**src/rtl/team_10_wb_master.sv**
```systemverilog
// Wishbone classic single-transfer master.
// Accepts one client request at a time, drives a single bus cycle, and
// reports completion with a one-cycle rsp_valid pulse. A bus cycle that is
// not acknowledged within TIMEOUT cycles is aborted and flagged in rsp_err.
module team_10_wb_master #(
   parameter int unsigned TIMEOUT = 64
) (
   input  logic        clk_i,
   input  logic        rst_i,
   // client request / response
   input  logic        req_valid,
   output logic        req_ready,
   input  logic        req_we,
   input  logic [31:0] req_adr,
   input  logic [31:0] req_dat,
   input  logic [3:0]  req_sel,
   output logic        rsp_valid,
   output logic [31:0] rsp_dat,
   output logic        rsp_err,
   output logic        busy,
   // Wishbone master
   output logic        cyc_o,
   output logic        stb_o,
   output logic        we_o,
   output logic [31:0] adr_o,
   output logic [31:0] dat_o,
   output logic [3:0]  sel_o,
   input  logic [31:0] dat_i,
   input  logic        ack_i
);

   localparam int unsigned AW    = 32;
   localparam int unsigned DW    = 32;
   localparam int unsigned SW    = 4;
   localparam int unsigned CNT_W = 8;
   localparam logic [CNT_W-1:0] CNT_LAST = CNT_W'(TIMEOUT - 1);

   typedef enum logic [1:0] {
      IDLE   = 2'd0,
      ACTIVE = 2'd1,
      RESP   = 2'd2
   } state_t;

   state_t            r_state;
   state_t            w_state_nxt;
   logic [CNT_W-1:0]  r_cnt;
   logic [CNT_W-1:0]  w_cnt_nxt;
   logic              r_we;
   logic              w_we_nxt;
   logic [AW-1:0]     r_adr;
   logic [AW-1:0]     w_adr_nxt;
   logic [DW-1:0]     r_dat;
   logic [DW-1:0]     w_dat_nxt;
   logic [SW-1:0]     r_sel;
   logic [SW-1:0]     w_sel_nxt;
   logic [DW-1:0]     r_rsp_dat;
   logic [DW-1:0]     w_rsp_dat_nxt;
   logic              r_rsp_err;
   logic              w_rsp_err_nxt;
   logic              r_cyc;
   logic              r_rsp_valid;
   logic              r_busy;
   logic              r_req_ready;

   // Next-state, timeout counter, request latch and response capture.
   always_comb begin
      w_state_nxt   = r_state;
      w_cnt_nxt     = r_cnt;
      w_we_nxt      = r_we;
      w_adr_nxt     = r_adr;
      w_dat_nxt     = r_dat;
      w_sel_nxt     = r_sel;
      w_rsp_dat_nxt = r_rsp_dat;
      w_rsp_err_nxt = r_rsp_err;
      case (r_state)
         IDLE: begin
            if (req_valid) begin
               w_we_nxt    = req_we;
               w_adr_nxt   = req_adr;
               w_dat_nxt   = req_dat;
               w_sel_nxt   = req_sel;
               w_cnt_nxt   = '0;
               w_state_nxt = ACTIVE;
            end
         end
         ACTIVE: begin
            // ack takes priority over an expiry on the same edge
            if (ack_i) begin
               w_state_nxt   = RESP;
               w_rsp_err_nxt = 1'b0;
               if (!r_we) begin
                  w_rsp_dat_nxt = dat_i;
               end
            end else if (r_cnt == CNT_LAST) begin
               w_state_nxt   = RESP;
               w_rsp_err_nxt = 1'b1;
            end else begin
               w_cnt_nxt = r_cnt + CNT_W'(1);
            end
         end
         RESP: begin
            w_state_nxt = IDLE;
         end
         default: begin
            w_state_nxt = IDLE;
         end
      endcase
   end

   // State register; status and bus controls are decoded from the next state
   // so every output comes straight from a flop.
   always_ff @(posedge clk_i) begin
      if (rst_i) begin
         r_state     <= IDLE;
         r_cnt       <= '0;
         r_we        <= 1'b0;
         r_adr       <= '0;
         r_dat       <= '0;
         r_sel       <= '0;
         r_rsp_dat   <= '0;
         r_rsp_err   <= 1'b0;
         r_cyc       <= 1'b0;
         r_rsp_valid <= 1'b0;
         r_busy      <= 1'b0;
         r_req_ready <= 1'b1;
      end else begin
         r_state     <= w_state_nxt;
         r_cnt       <= w_cnt_nxt;
         r_we        <= w_we_nxt;
         r_adr       <= w_adr_nxt;
         r_dat       <= w_dat_nxt;
         r_sel       <= w_sel_nxt;
         r_rsp_dat   <= w_rsp_dat_nxt;
         r_rsp_err   <= w_rsp_err_nxt;
         r_cyc       <= (w_state_nxt == ACTIVE);
         r_rsp_valid <= (w_state_nxt == RESP);
         r_busy      <= (w_state_nxt != IDLE);
         r_req_ready <= (w_state_nxt == IDLE);
      end
   end

   assign cyc_o     = r_cyc;
   assign stb_o     = r_cyc;
   assign we_o      = r_we;
   assign adr_o     = r_adr;
   assign dat_o     = r_dat;
   assign sel_o     = r_sel;
   assign rsp_valid = r_rsp_valid;
   assign rsp_dat   = r_rsp_dat;
   assign rsp_err   = r_rsp_err;
   assign busy      = r_busy;
   assign req_ready = r_req_ready;

endmodule

```
**config.mk**
```make
export PLATFORM = sky130hd
export DESIGN_NAME = team_10_wb_master
export DESIGN_NICKNAME = d
export VERILOG_FILES = /design/src/rtl/team_10_wb_master.sv
export SDC_FILE = /design/constraint.sdc
export NUM_CORES = 1
export LEC_CHECK = 0
export BUFFER_PORTS_ARGS = -buffer_cell sky130_fd_sc_hd__clkbuf_2
export CAP_MARGIN = 20
export CORE_MARGIN = 2
export CORE_UTILIZATION = 35
export CTS_BUF_LIST = sky130_fd_sc_hd__clkbuf_4 sky130_fd_sc_hd__clkbuf_8 sky130_fd_sc_hd__clkbuf_16
export CTS_CLUSTER_DIAMETER = 50
export DETAILED_ROUTE_END_ITERATION = 16
export GPL_ROUTABILITY_DRIVEN = 0
export HOLD_SLACK_MARGIN = 0.05
export PLACE_DENSITY = 0.68
export SYNTH_ARGS = -nofsm -noshare
export SYNTH_HDL_FRONTEND = slang
export SYNTH_SLANG_ARGS = --single-unit
```
**constraint.sdc**
```tcl
create_clock -name clk_i -period 2.4 [get_ports clk_i]
set_clock_uncertainty 0.15 [all_clocks]
set_input_delay 0.36 -clock clk_i [delete_from_list [all_inputs] [get_ports clk_i]]
set_output_delay 0.36 -clock clk_i [all_outputs]
set_load 0.02 [all_outputs]
```
* Word-level counts from Yosys, hierarchy flattened
Cells that the tools add are included.
** Word-level totals
- Register bits after elaboration :: 116
- Input bits :: 105
- Output and inout port bits :: 107
- Logic and storage cells :: 40
** Operators by class
- Add/sub/neg operators :: 1
- Eq/ne operators :: 7
- Multiplexer cells :: 10
- Bitwise operators :: 1
- Reduce and logical (&&, ||, !) cells :: 9
** Operators by type and width (number)
- 2-to-1 mux 8 bit :: 3
- case mux 8 bit (2 select lines) :: 1
- adder 8 x 1 -> 8 bit (second input constant) :: 1
- equality test 8 x 6 -> 1 bit (second input constant) :: 1
- 2-to-1 mux 2 bit :: 3
- != test 2 bit (second input constant) :: 3
- nonzero test 2 bit :: 3
- equality test 2 x 1 -> 1 bit (second input constant) :: 2
- logical NOT 2 bit :: 2
- case mux 2 bit (2 select lines) :: 1
- AND reduction 2 bit :: 2
- AND reduction 4 bit :: 1
- AND reduction 3 bit :: 1
- equality test 2 bit (second input constant) :: 1
- 2-to-1 mux 1 bit :: 2
- NOT 1 bit :: 1

* Depth between registers and ports, before layout
- Depth in word-level cells :: 5
- Depth in mapped cells :: 7

* Least setup slack after synthesis
No wires, ideal clock.
- Path type :: reg2reg
- Start :: reg r_cnt[0]
- End :: reg r_cnt[0]
- Data arrival time :: 1.410 ns
- Required time :: 2.127 ns
- Setup slack :: 0.717 ns
- Cell stages (with the launch flop) :: 6
- Buffers on the path :: 0
- Period minus slack after synthesis :: 1.683 ns
- Cell sequence :: dfxtp_1 ha_1 and3_4 a41oi_4 a211oi_4 mux2_1
** Between the ends
- Cells in the longest elaborated chain, start to end :: 4
- Elaborated cells on any way between the ends :: 7
- Those cells by class :: 1 x add/sub; 2 x eq/ne; 3 x mux; 1 x reduce/logical
** Ends and longest elaborated chain
- from (decl) :: line 46 : logic [CNT_W-1:0] r_cnt;
- from (signal assigned) :: line 128 : r_cnt <= w_cnt_nxt;
- adder 8 x 1 -> 8 bit :: line 98 : w_cnt_nxt = r_cnt + CNT_W'(1);
- 2-to-1 mux 8 bit :: line 94 : end else if (r_cnt == CNT_LAST) begin
- 2-to-1 mux 8 bit :: line 88 : if (ack_i) begin
- case mux 8 bit (2 select lines) :: line 75 : case (r_state)
Several ways; a longest one is shown, not always the timed one. The select of a mux whose other input is x is not followed.
A chain may end at the register's enable or synchronous reset.

* Worst setup path after layout
- Start :: reg r_cnt[1]
- End :: reg r_cnt[5]
The elaborated chain is that of the path after synthesis.

==> impl.org <==
** Run status
- The run finished with clean final reports.

** Final layout
- Total area of multi-input combinational cells :: 1610 µm²
- Final antenna diode count :: 0
- Number of fill cells :: 938
- From synthesis to final layout, the design area changed by 67.7%.
- Fraction of layout cells with a size suffix above 1 :: 0.307
- After the last flow step, the layout net total stands at 917.
- Once layout is complete, the utilization of the core stands at 0.602.
- Leaving out filler cells and counting taps, the final layout contains 966.
- FF/Latch Area :: 2320 µm²

** STA
- Post-layout minimum cycle time :: 1.93 ns
- Final sum of negative setup slack :: 0 ns
- Final hold analysis gives a worst-case slack of 0.0750 ns.
- Setup violations remaining at the end of the flow were counted as 0.
- The final-report max-slew violation count came to 0.
- In the finished design, the share of the clock period the worst path needs comes to 0.803.
- The hold violation count in the final report was 0.
- Setup repair after global routing left no endpoint under its margin.
- Measured slew at the worst slew-check pin :: 0.652 ns
- FMAX :: 0.519 GHz
- The worst path meets setup with 0.474 ns of slack.
- Max transition margin :: 0.565

** Route
- In the routed design, unresolved DRC markers number 0.
- Using the TritonRoute via totals, the vias-per-cell ratio works out to 4.78.
- After detailed routing, the average wire length per cell comes to 13.4 µm.
- The routed layout has 4622 vias.
- The detailed router finished its first iteration with 289 violations.
- Remaining antenna violation count :: 0
- Wire length reported by the detailed router :: 13.0 mm
- The first TritonRoute pass finished after 5 iterations.

** CTS
- TritonCTS built the clock tree.
- The clock passes through at most 2 buffers.
- Clock-pin slew reported for the worst setup and hold paths after clock tree synthesis :: 0.05 ns
- In this run the number of H-tree levels came out at 4.
- CTS Root Buffer Type :: sky130_fd_sc_hd__clkbuf_16
- Number of sinks on the clock net :: 116
- Later-pin clock latency in the skew report :: 0.40 ns
- CTS Buf Count :: 17

** Yosys
- The fraction of the mapped netlist area in compound gates came to 0.160.
- Mux share of post-synthesis cell area :: 0.00275
- Of the total synthesized cell area, the portion taken by AND, OR, NAND and NOR gates is 0.227.
- Average footprint of a synthesized cell :: 8.01 µm²
- Xor-xnor portion of the synthesized cell area :: 0
- Number of warning messages in the yosys log :: 0
- In this run, synthesis produced a sequential element count of 116.
- Count of unique library cells instantiated by Yosys :: 29
- Synthesis handed over a netlist of 512 instances.
- Of the total synthesized cell area, the portion taken by full adders, half adders and majority gates is 0.00305.
- Summing every instance area after synthesis gives 4100 µm².
- After synthesis, the largest family of logic cells by area is simple AND/OR/NAND/NOR gates.
- Synthesized net count :: 618
- Of the synthesized area, sequential elements account for 0.566.

** Global routing
- Initial antenna violation count :: 0
- Vias in the first global route :: 4582
- Maximum number of pins on one net before global-route repair :: 70
- Wire length of the first global-routing pass :: 21.3 mm
- For this run the aggregate overflow at the end of global routing stands at 0.
- Global-route usage over all layers :: 0.208

** Worst setup path
- At the worst endpoint, the required time is 2.56 ns.
- Worst r2r src :: r_cnt[1]$_SDFFE_PP0P_
- Crit path max fanout :: 7
- Kind of critical path :: reg -> reg
- Following the worst setup path forward leads to its endpoint at r_cnt[5]$_SDFFE_PP0P_.
- Setup slack of the most critical reg-to-reg path :: 0.47 ns
- Worst Reg-to-Reg Cells :: 6
- Data arrival time of the critical path :: 2.08 ns
- Kind of end point of the critical path :: register
- The worst setup path is launched from a register.
- The most critical setup path has its startpoint at r_cnt[1]$_SDFFE_PP0P_.
- Worst R2R End :: r_cnt[5]$_SDFFE_PP0P_

** Floorplan
- Die footprint :: 12600 µm²
- Placeable core region :: 11400 µm²
- Initial Utilization :: 0.359
- Number of I/O pins :: 212
- Chip Width :: 112 µm
- Die Height :: 112 µm
- Number of rows in the core area :: 39

** Worst hold path
- Type of the most critical hold path :: in -> reg

** Place
- After legalization and detailed placement, the total HPWL measured 7.86 mm.
- Once placement completed, the tool counted placed cells totaling 836.
- Input and output buffers added on the ports amount to 211.
- At the placement stage, the worst setup path has a slack of 0.479 ns.

** Power and ir drop
- Power spread over the standard cell area amounts to 802 nW/µm².
- Static leakage power :: 3.10 nW
- The worst-case IR drop observed on VDD is 484 µV.

** Job
- Number of max-cap violations :: 0
-- repair_timing --
item / CTS / global route
hold endpoints to repair: 99 / 0
setup buffers: 0 / 0
hold buffers: 99 / 0
gates resized for setup: 0 / 0
-- flip-flops by register name (all words and copies together), names as in the netlist --
signal and cells:
r_state 2, r_cnt 8, sel_o 4, adr_o 32, rsp_valid 1, cyc_o 1
req_ready 1, dat_o 32, rsp_err 1, busy 1, rsp_dat 32, we_o 1
-- where the power goes --
group          internal, W  switching, W
clock network      0.00185      0.000843
logic             0.000318      0.000418
registers          0.00203     0.0000560
total              0.00420       0.00132
-- cell type report --
| type | count | share of cell area |
|---|---|---|
| multi-input combinational | 359 | 0.235 |
| inverter | 1 | 0.000546 |
| tap | 143 | 0.0260 |
| sequential | 116 | 0.338 |
| clock inverter | 9 | 0.0218 |
| timing repair buffer | 316 | 0.308 |
| clock buffer | 22 | 0.0710 |
-- cells in the final DEF (no fill, tap or decap), types with 2 or more instances in the layout --
| master | n |
|---|---|
| sky130_fd_sc_hd__clkbuf_2 | 210 |
| sky130_fd_sc_hd__nand2_1 | 207 |
| sky130_fd_sc_hd__dfxtp_1 | 116 |
| sky130_fd_sc_hd__a21oi_1 | 103 |
| sky130_fd_sc_hd__dlygate4sd3_1 | 99 |
| sky130_fd_sc_hd__clkbuf_16 | 17 |
| sky130_fd_sc_hd__nor2_1 | 14 |
| sky130_fd_sc_hd__o21ai_1 | 6 |
| sky130_fd_sc_hd__buf_4 | 5 |
| sky130_fd_sc_hd__o21ai_0 | 4 |
| sky130_fd_sc_hd__bufinv_16 | 4 |
| sky130_fd_sc_hd__clkbuf_8 | 4 |
| sky130_fd_sc_hd__a31oi_1 | 3 |
| sky130_fd_sc_hd__clkinv_2 | 3 |
| sky130_fd_sc_hd__nand3b_1 | 2 |
| sky130_fd_sc_hd__o31ai_1 | 2 |
| sky130_fd_sc_hd__nand4_1 | 2 |
| sky130_fd_sc_hd__clkinvlp_4 | 2 |
| sky130_fd_sc_hd__buf_12 | 2 |
-- per-layer routing --
metal,share of wire,track usage,vias up
met5,0,0,-
met4,0.025,0.100,0
met3,0.086,0.0745,33
met2,0.49,0.357,225
met1,0.40,0.230,2099
li1,-,-,2265
-- cell families after synthesis --
kind of cell             count (synthesis)
flip-flops                             116
AO/OA/AOI/OAI                          121
AND/OR/NAND/NOR                        236
multiplexers                             1
buffers and inverters                   37
adder cells (fa/ha/maj)                  1
-- metrics by stage --
stage	cell area, µm²	total power [W]
2_1_floorplan	4100	0.00248
3_3_place_gp	5250	0.00271
3_5_place_dp	5250	0.00273
4_1_cts	6880	0.00555
5_1_grt	6880	0.00573
6_report	6880	0.00551
-- how the worst min path moves through the flow --
| stage | end | slack, ns | cells past startpoint | from |
|---|---|---|---|---|
| 2_1_floorplan | r_cnt[7]$_SDFFE_PP0P_ | 0.28 | 1 | r_cnt[7]$_SDFFE_PP0P_ |
| 3_3_place_gp | adr_o[2]$_SDFFE_PP0P_ | 0.29 | 2 | adr_o[2]$_SDFFE_PP0P_ |
| 3_5_place_dp | dat_o[7]$_SDFFE_PP0P_ | 0.30 | 2 | dat_o[7]$_SDFFE_PP0P_ |
| 4_1_cts | dat_o[23]$_SDFFE_PP0P_ | 0.05 | 3 | req_dat[23] |
| 5_1_grt | adr_o[31]$_SDFFE_PP0P_ | 0.06 | 3 | req_adr[31] |
| 6_report | dat_o[23]$_SDFFE_PP0P_ | 0.08 | 3 | req_dat[23] |
-- cell usage after synthesis --
cell type	instances	share of area
sky130_fd_sc_hd__nand2_1	208	0.19
sky130_fd_sc_hd__dfxtp_1	116	0.57
sky130_fd_sc_hd__a21oi_1	103	0.13
sky130_fd_sc_hd__clkbuf_1	20	0.018
sky130_fd_sc_hd__nor2_1	14	0.013
sky130_fd_sc_hd__buf_2	9	0.011
sky130_fd_sc_hd__o21ai_1	6	0.0073
sky130_fd_sc_hd__buf_4	5	0.0092
sky130_fd_sc_hd__o21ai_0	4	0.0049
sky130_fd_sc_hd__a31oi_1	3	0.0046
sky130_fd_sc_hd__and2_1	2	0.0031
sky130_fd_sc_hd__buf_1	2	0.0018
sky130_fd_sc_hd__nand3b_1	2	0.0037
sky130_fd_sc_hd__nand4_1	2	0.0031
sky130_fd_sc_hd__o31ai_1	2	0.0037
sky130_fd_sc_hd__a211oi_1	1	0.0018
sky130_fd_sc_hd__a211oi_4	1	0.0049
sky130_fd_sc_hd__a41oi_4	1	0.0067
sky130_fd_sc_hd__and2b_1	1	0.0018
sky130_fd_sc_hd__and3_1	1	0.0015
sky130_fd_sc_hd__and3_4	1	0.0027
sky130_fd_sc_hd__and3b_1	1	0.0021
sky130_fd_sc_hd__ha_1	1	0.0031
sky130_fd_sc_hd__inv_1	1	0.00091
sky130_fd_sc_hd__mux2_1	1	0.0027
sky130_fd_sc_hd__nand2b_1	1	0.0015
sky130_fd_sc_hd__nand3_1	1	0.0012
sky130_fd_sc_hd__nor2b_1	1	0.0015
sky130_fd_sc_hd__or3_1	1	0.0015
-- critical path, cell delays in order, from the launching register on --
cell	delay, ns
sky130_fd_sc_hd__dfxtp_1	0.40
sky130_fd_sc_hd__ha_1	0.25
sky130_fd_sc_hd__and3_4	0.24
sky130_fd_sc_hd__a41oi_4	0.16
sky130_fd_sc_hd__a211oi_4	0.41
sky130_fd_sc_hd__o21ai_1	0.14
sky130_fd_sc_hd__o31ai_1	0.09
Power figures use the tool's default switching activity.
